**config.mk**
```make
export PLATFORM = sky130hd
export DESIGN_NAME = mem_wb_stage_flat
export DESIGN_NICKNAME = d
export VERILOG_FILES = /design/src/rtl/mem_wb_stage_if.sv /design/src/rtl/mem_wb_stage.sv /design/src/flat_wrapper.sv
export SDC_FILE = /design/constraint.sdc
export NUM_CORES = 1
export LEC_CHECK = 0
export BUFFER_PORTS_ARGS = -buffer_cell sky130_fd_sc_hd__buf_2
export CAP_MARGIN = 10
export CORE_MARGIN = 3
export CORE_UTILIZATION = 51
export CTS_BUF_LIST = sky130_fd_sc_hd__clkbuf_2
export CTS_CLUSTER_DIAMETER = 200
export DETAILED_ROUTE_END_ITERATION = 16
export PLACE_DENSITY = 0.84
export SLEW_MARGIN = 20
export SYNTH_ARGS = -nofsm -noshare
export SYNTH_HDL_FRONTEND = slang
export SYNTH_SLANG_ARGS = --single-unit
```
**constraint.sdc**
```tcl
create_clock -name clk -period 2.9 [get_ports clk]
set_input_delay 0.725 -clock clk [delete_from_list [all_inputs] [get_ports clk]]
set_output_delay 0.725 -clock clk [all_outputs]
set_load 0.05 [all_outputs]
```
**src/rtl/mem_wb_stage_if.sv**
```systemverilog
// MEM/WB stage bus: MEM-stage results in, register-file write port out.
interface mem_wb_stage_if #(
    parameter int DATA_W = 32,
    parameter int CNT_W  = 32
);
    logic              stall;
    logic              flush;
    logic              in_valid;
    logic              in_we;
    logic [4:0]        in_waddr;
    logic [DATA_W-1:0] in_alu_result;
    logic [DATA_W-1:0] in_mem_rdata;
    logic              in_mem_to_reg;
    logic [2:0]        in_load_type;

    logic [4:0]        waddr;
    logic [DATA_W-1:0] wdata;
    logic              we;
    logic              wb_valid;
    logic              load_misaligned;
    logic [CNT_W-1:0]  retired_count;

    // Driver side: the MEM stage / pipeline control and the regfile.
    modport master (
        output stall, flush, in_valid, in_we, in_waddr, in_alu_result,
               in_mem_rdata, in_mem_to_reg, in_load_type,
        input  waddr, wdata, we, wb_valid, load_misaligned, retired_count
    );

    // The MEM/WB stage itself.
    modport slave (
        input  stall, flush, in_valid, in_we, in_waddr, in_alu_result,
               in_mem_rdata, in_mem_to_reg, in_load_type,
        output waddr, wdata, we, wb_valid, load_misaligned, retired_count
    );
endinterface

```
**src/rtl/mem_wb_stage.sv**
```systemverilog
// MEM/WB pipeline register with load byte/halfword extraction, misaligned
// load detection and a retired-instruction counter. All outputs are
// registered; the regfile samples them on the following falling edge.
module mem_wb_stage #(
    parameter int DATA_W = 32,
    parameter int CNT_W  = 32
) (
    input  logic          clk,
    input  logic          rst,
    mem_wb_stage_if.slave bus
);
    localparam logic [2:0] LT_LB  = 3'b001;
    localparam logic [2:0] LT_LBU = 3'b010;
    localparam logic [2:0] LT_LH  = 3'b011;
    localparam logic [2:0] LT_LHU = 3'b100;

    logic [1:0]        addr;
    logic [7:0]        byte_sel;
    logic [15:0]       half_sel;
    logic [DATA_W-1:0] load_data;
    logic [DATA_W-1:0] wdata_next;
    logic              misaligned;
    logic              we_next;

    logic [4:0]        waddr_q;
    logic [DATA_W-1:0] wdata_q;
    logic              we_q;
    logic              valid_q;
    logic              misaligned_q;
    logic [CNT_W-1:0]  count_q;

    assign addr = bus.in_alu_result[1:0];

    // Lane selection, extension and alignment check for the incoming load.
    always_comb begin
        byte_sel   = 8'h00;
        half_sel   = 16'h0000;
        load_data  = bus.in_mem_rdata;
        misaligned = 1'b0;

        case (addr)
            2'd0:    byte_sel = bus.in_mem_rdata[7:0];
            2'd1:    byte_sel = bus.in_mem_rdata[15:8];
            2'd2:    byte_sel = bus.in_mem_rdata[23:16];
            default: byte_sel = bus.in_mem_rdata[31:24];
        endcase
        half_sel = addr[1] ? bus.in_mem_rdata[31:16] : bus.in_mem_rdata[15:0];

        case (bus.in_load_type)
            LT_LB:  load_data = {{(DATA_W-8){byte_sel[7]}}, byte_sel};
            LT_LBU: load_data = {{(DATA_W-8){1'b0}}, byte_sel};
            LT_LH: begin
                load_data  = {{(DATA_W-16){half_sel[15]}}, half_sel};
                misaligned = addr[0];
            end
            LT_LHU: begin
                load_data  = {{(DATA_W-16){1'b0}}, half_sel};
                misaligned = addr[0];
            end
            // lw and the reserved encodings
            default: begin
                load_data  = bus.in_mem_rdata;
                misaligned = (addr != 2'd0);
            end
        endcase

        // Alignment only matters when the load result is actually written back.
        misaligned = misaligned & bus.in_mem_to_reg & bus.in_valid;
        wdata_next = bus.in_mem_to_reg ? load_data : bus.in_alu_result;
        we_next    = bus.in_valid & bus.in_we & (bus.in_waddr != 5'd0) & ~misaligned;
    end

    // Stage register: reset, then flush, then stall-hold, otherwise capture.
    always_ff @(posedge clk) begin
        if (rst) begin
            waddr_q      <= '0;
            wdata_q      <= '0;
            we_q         <= 1'b0;
            valid_q      <= 1'b0;
            misaligned_q <= 1'b0;
            count_q      <= '0;
        end else if (bus.flush) begin
            we_q         <= 1'b0;
            valid_q      <= 1'b0;
            misaligned_q <= 1'b0;
        end else if (!bus.stall) begin
            waddr_q      <= bus.in_waddr;
            wdata_q      <= wdata_next;
            we_q         <= we_next;
            valid_q      <= bus.in_valid;
            misaligned_q <= misaligned;
            if (bus.in_valid) begin
                count_q <= count_q + 1'b1;
            end
        end
    end

    assign bus.waddr           = waddr_q;
    assign bus.wdata           = wdata_q;
    assign bus.we              = we_q;
    assign bus.wb_valid        = valid_q;
    assign bus.load_misaligned = misaligned_q;
    assign bus.retired_count   = count_q;
endmodule

```
**src/flat_wrapper.sv**
```systemverilog
// flat-port wrapper written by rule: the top's interface ports become plain ports
module mem_wb_stage_flat 
#(
    parameter int DATA_W = 32,
    parameter int CNT_W  = 32
)
  (clk, rst, bus_stall, bus_flush, bus_in_valid, bus_in_we, bus_in_waddr, bus_in_alu_result, bus_in_mem_rdata, bus_in_mem_to_reg, bus_in_load_type, bus_waddr, bus_wdata, bus_we, bus_wb_valid, bus_load_misaligned, bus_retired_count);
  mem_wb_stage_if #(.DATA_W(DATA_W), .CNT_W(CNT_W)) bus_i ();
  input  logic clk;
  input  logic rst;
  input wire logic [$bits(bus_i.stall)-1:0] bus_stall;
  input wire logic [$bits(bus_i.flush)-1:0] bus_flush;
  input wire logic [$bits(bus_i.in_valid)-1:0] bus_in_valid;
  input wire logic [$bits(bus_i.in_we)-1:0] bus_in_we;
  input wire logic [$bits(bus_i.in_waddr)-1:0] bus_in_waddr;
  input wire logic [$bits(bus_i.in_alu_result)-1:0] bus_in_alu_result;
  input wire logic [$bits(bus_i.in_mem_rdata)-1:0] bus_in_mem_rdata;
  input wire logic [$bits(bus_i.in_mem_to_reg)-1:0] bus_in_mem_to_reg;
  input wire logic [$bits(bus_i.in_load_type)-1:0] bus_in_load_type;
  output wire logic [$bits(bus_i.waddr)-1:0] bus_waddr;
  output wire logic [$bits(bus_i.wdata)-1:0] bus_wdata;
  output wire logic [$bits(bus_i.we)-1:0] bus_we;
  output wire logic [$bits(bus_i.wb_valid)-1:0] bus_wb_valid;
  output wire logic [$bits(bus_i.load_misaligned)-1:0] bus_load_misaligned;
  output wire logic [$bits(bus_i.retired_count)-1:0] bus_retired_count;
  assign bus_i.stall = bus_stall;
  assign bus_i.flush = bus_flush;
  assign bus_i.in_valid = bus_in_valid;
  assign bus_i.in_we = bus_in_we;
  assign bus_i.in_waddr = bus_in_waddr;
  assign bus_i.in_alu_result = bus_in_alu_result;
  assign bus_i.in_mem_rdata = bus_in_mem_rdata;
  assign bus_i.in_mem_to_reg = bus_in_mem_to_reg;
  assign bus_i.in_load_type = bus_in_load_type;
  assign bus_waddr = bus_i.waddr;
  assign bus_wdata = bus_i.wdata;
  assign bus_we = bus_i.we;
  assign bus_wb_valid = bus_i.wb_valid;
  assign bus_load_misaligned = bus_i.load_misaligned;
  assign bus_retired_count = bus_i.retired_count;
  mem_wb_stage #(.DATA_W(DATA_W), .CNT_W(CNT_W)) u_core (.clk(clk), .rst(rst), .bus(bus_i));
endmodule
```
==> summary.txt <==
Status
  • Outcome: finished, final reports clean

Synthesis
  • Mapped cell area: 4020 um^2
  • Yosys top cell by area: dfxtp_1
  • Syn Nets: 583
  • Most common cell in the netlist: nand2_1
  • Post-synth EDFFs: 0
  • Synthesis-stage register bit count: 72
  • Synth area leaders: dfxtp_1 (36%), nand2_1 (8.2%), a221oi_1 (6.5%)
  • Post-synth top area share: 35.8%
  • Top_reg_cell synth: dfxtp_1
  • Ys async rst share: 0%
  • Avg Inst Size Synth: 8.00 um^2
  • Post-synthesis instance total: 503
  • Synth Warn #: 0
  • Library cells used by synthesis: 57
  • Sequential-to-total area share from yosys stat: 35.8%
  • Most common library cells after synthesis: nand2_1 (88), dfxtp_1 (72), o21ai_0 (45), a21oi_1 (34), clkbuf_1 (31)

Die
  • Initial core utilization: 54.0%
  • Die Y-Extent: 94.8 um
  • # rows: 31
  • Horiz. Die Dim: 94.8 um
  • Core ar.: 7450 um^2
  • Io pins: 151
  • Die area: 8990 um^2

Critical path
  • Critical Path AT: 2.72 ns
  • Worst endpoint required time: 3.39 ns
  • Worst reg2reg startpoint: u_core.bus.retired_count[1]$_SDFFE_PP0P_
  • Setup crit end: u_core.bus.retired_count[30]$_SDFFE_PP0P_
  • R2R setup slack: 0.66 ns
  • Crit Path Category: reg2reg
  • Reg2Reg Depth: 5
  • CP endpoint kind: register
  • CP Max Fanout: 8
  • RR Endpoint: u_core.bus.retired_count[30]$_SDFFE_PP0P_
  • CP Launch Point: u_core.bus.retired_count[1]$_SDFFE_PP0P_
  • Critical path launch point type: register

STA
  • Setup Total Neg Slack: 0 ns
  • Hold Slack: 0.407 ns
  • Worst Clk Skew: 0.0278 ns
  • Rel. slew slack: 58.4%
  • Worst-Margin Slew: 0.624 ns
  • Peak Freq: 447 MHz
  • Fin. max-slew vios: 0
  • Hold Vio Cnt, Final: 0
  • Min cycle time layout: 2.24 ns
  • Final period util: 77.1%
  • Count of final setup violators: 0
  • RSZ-0062 raised after global routing: false

CTS
  • Hold Buf Count CTS: 0
  • Worst-path clk slew: 0.21 ns
  • Total clock buffers created by CTS: 9
  • Post-CTS Setup Bufs: 0
  • H-Tree Level Count: 3
  • CTS tree: done
  • CTS Buffer Depth: 2
  • Clk_lat worst skew: 0.53 ns
  • Post-CTS sizing: 0
  • Clk sinks: 72
  • Root Driver: clkbuf_2

Route
  • Via count: 4639
  • Residual DRC: 0
  • Post-route ant nets: 0
  • Drt total wl: 13300 um
  • WL per Instance: 17.9 um
  • Pre-antenna DRT Iters: 5
  • Vias per cell: 6.24
  • Starting DRT DRC Count: 242

Place
  • DP Area: 4840 um^2
  • HPWL Detailed: 10100 um
  • Port bufs: 150
  • Placed Cells: 728
  • GPL Wtd Cong: 0.955

Global routing
  • Global-route wire length before repair: 21100 um
  • Initial antenna violation count: 0
  • Largest net degree at the start of global routing: 41
  • Remaining Overflow, GRT: 0
  • Vias in the first global route: 4279
  • Tot GR Track Use: 29.6%

Power and ir drop
  • Maximum vdd drop: 0.261 mV
  • PwrDens: 421 nW/um^2
  • Leakage power: 2.07 nW
  • Power Total: 2.09 mW

Worst hold path
  • Worst min path class: in2reg

Final layout
  • P&R area growth vs syn: 23.2%
  • Fin area: 4960 um^2
  • Share of layout cells above drive strength 1: 30.4%
  • Nets: 720
  • Finished Layout Cells: 744
  • Diodes inserted: 0

Flow run
  • Maxcap violations: 0
==> flip-flops by register name (all words and copies together), names as in the netlist <==
register / count
u_core.bus.retired_count: 32
u_core.bus.wdata: 32
u_core.bus.waddr: 5
u_core.bus.load_misaligned: 1
u_core.bus.wb_valid: 1
u_core.bus.we: 1
==> layout make-up <==
class                   instances  area [um^2]
flip-flops and latches         72         1440
clock inverters                 5         56.3
fillers                       658         2490
clock buffers                  11         55.1
inverters                       8         30.0
well taps                      99          124
repair buffers                165          863
multi-input cells             384         2390
==> logic make-up (layout without fill, tap and decap cells) <==
group	count (synthesis)	in the layout	share of synthesized area, %
xor gates and xnor gates	14	14	3.05
and+or+nand+nor	191	191	24.2
adders and majority gates	1	1	0.311
DFF	72	72	35.8
AOI/OAI and AO/OA	163	163	27.6
muxes	15	15	4.04
buffers and inverters	47	189	4.91
==> per-layer routing <==
metal,wire length (um),global-route usage (%),up-vias
met5,0,0,-
met4,509,13.0,0
met3,1260,6.14,37
met2,6320,48.3,255
met1,5250,37.6,2166
li1,-,-,2181
==> power by group <==
| part | total, mW | internal (mW) | leakage, nW | switching, mW |
|---|---|---|---|---|
| clock | 0.579 | 0.206 | 0.0723 | 0.373 |
| sequential | 1.04 | 1.02 | 0.585 | 0.0185 |
| combinational | 0.466 | 0.148 | 1.41 | 0.317 |
==> critical path: stages, from the launching register on <==
cell,delay (ns)
dfxtp_1,0.47
ha_1,0.21
nand4b_1,0.24
or4_1,0.62
or4_1,0.51
a21oi_1,0.15
==> worst min path at each step <==
stage	to	depth (start not counted)	slack [ns]	start
finish	u_core.bus.waddr[2]$_SDFFE_PP0P_	3	0.41	bus_in_waddr[2]
global route	u_core.bus.wb_valid$_SDFFE_PP0N_	2	0.38	bus_flush
CTS	u_core.bus.waddr[1]$_SDFFE_PP0P_	3	0.40	bus_in_waddr[1]
detailed placement	u_core.bus.wdata[8]$_SDFFE_PP0P_	2	0.44	u_core.bus.wdata[8]$_SDFFE_PP0P_
global placement	u_core.bus.wdata[12]$_SDFFE_PP0P_	2	0.43	u_core.bus.wdata[12]$_SDFFE_PP0P_
floorplan	u_core.bus.wdata[10]$_SDFFE_PP0P_	2	0.67	u_core.bus.wdata[10]$_SDFFE_PP0P_
==> cells in the final DEF, fill, tap and decap left out, types with 6 or more instances in the layout <==
cell type    n
or4_1       19
clkbuf_2    11
nor3_1      10
nand2_1     88
a21oi_1     34
o2bb2ai_1    7
mux2i_1     14
inv_1        6
a221oi_1    30
xnor2_1     11
buf_2      150
buf_4       15
nor2_1      21
o41ai_1      6
o31ai_1     17
o21ai_0     45
nand3_1     12
dfxtp_1     72
==> per-stage QoR <==
step	utilization, %	setup slack (ns)
after global placement	65.1	0.366
final	66.5	0.663
after global routing	66.5	0.524
after detailed placement	65.1	0.319
after CTS	66.5	0.685
after floorplan	-	0.534
Note: power is estimated with default switching activity, not from simulation.
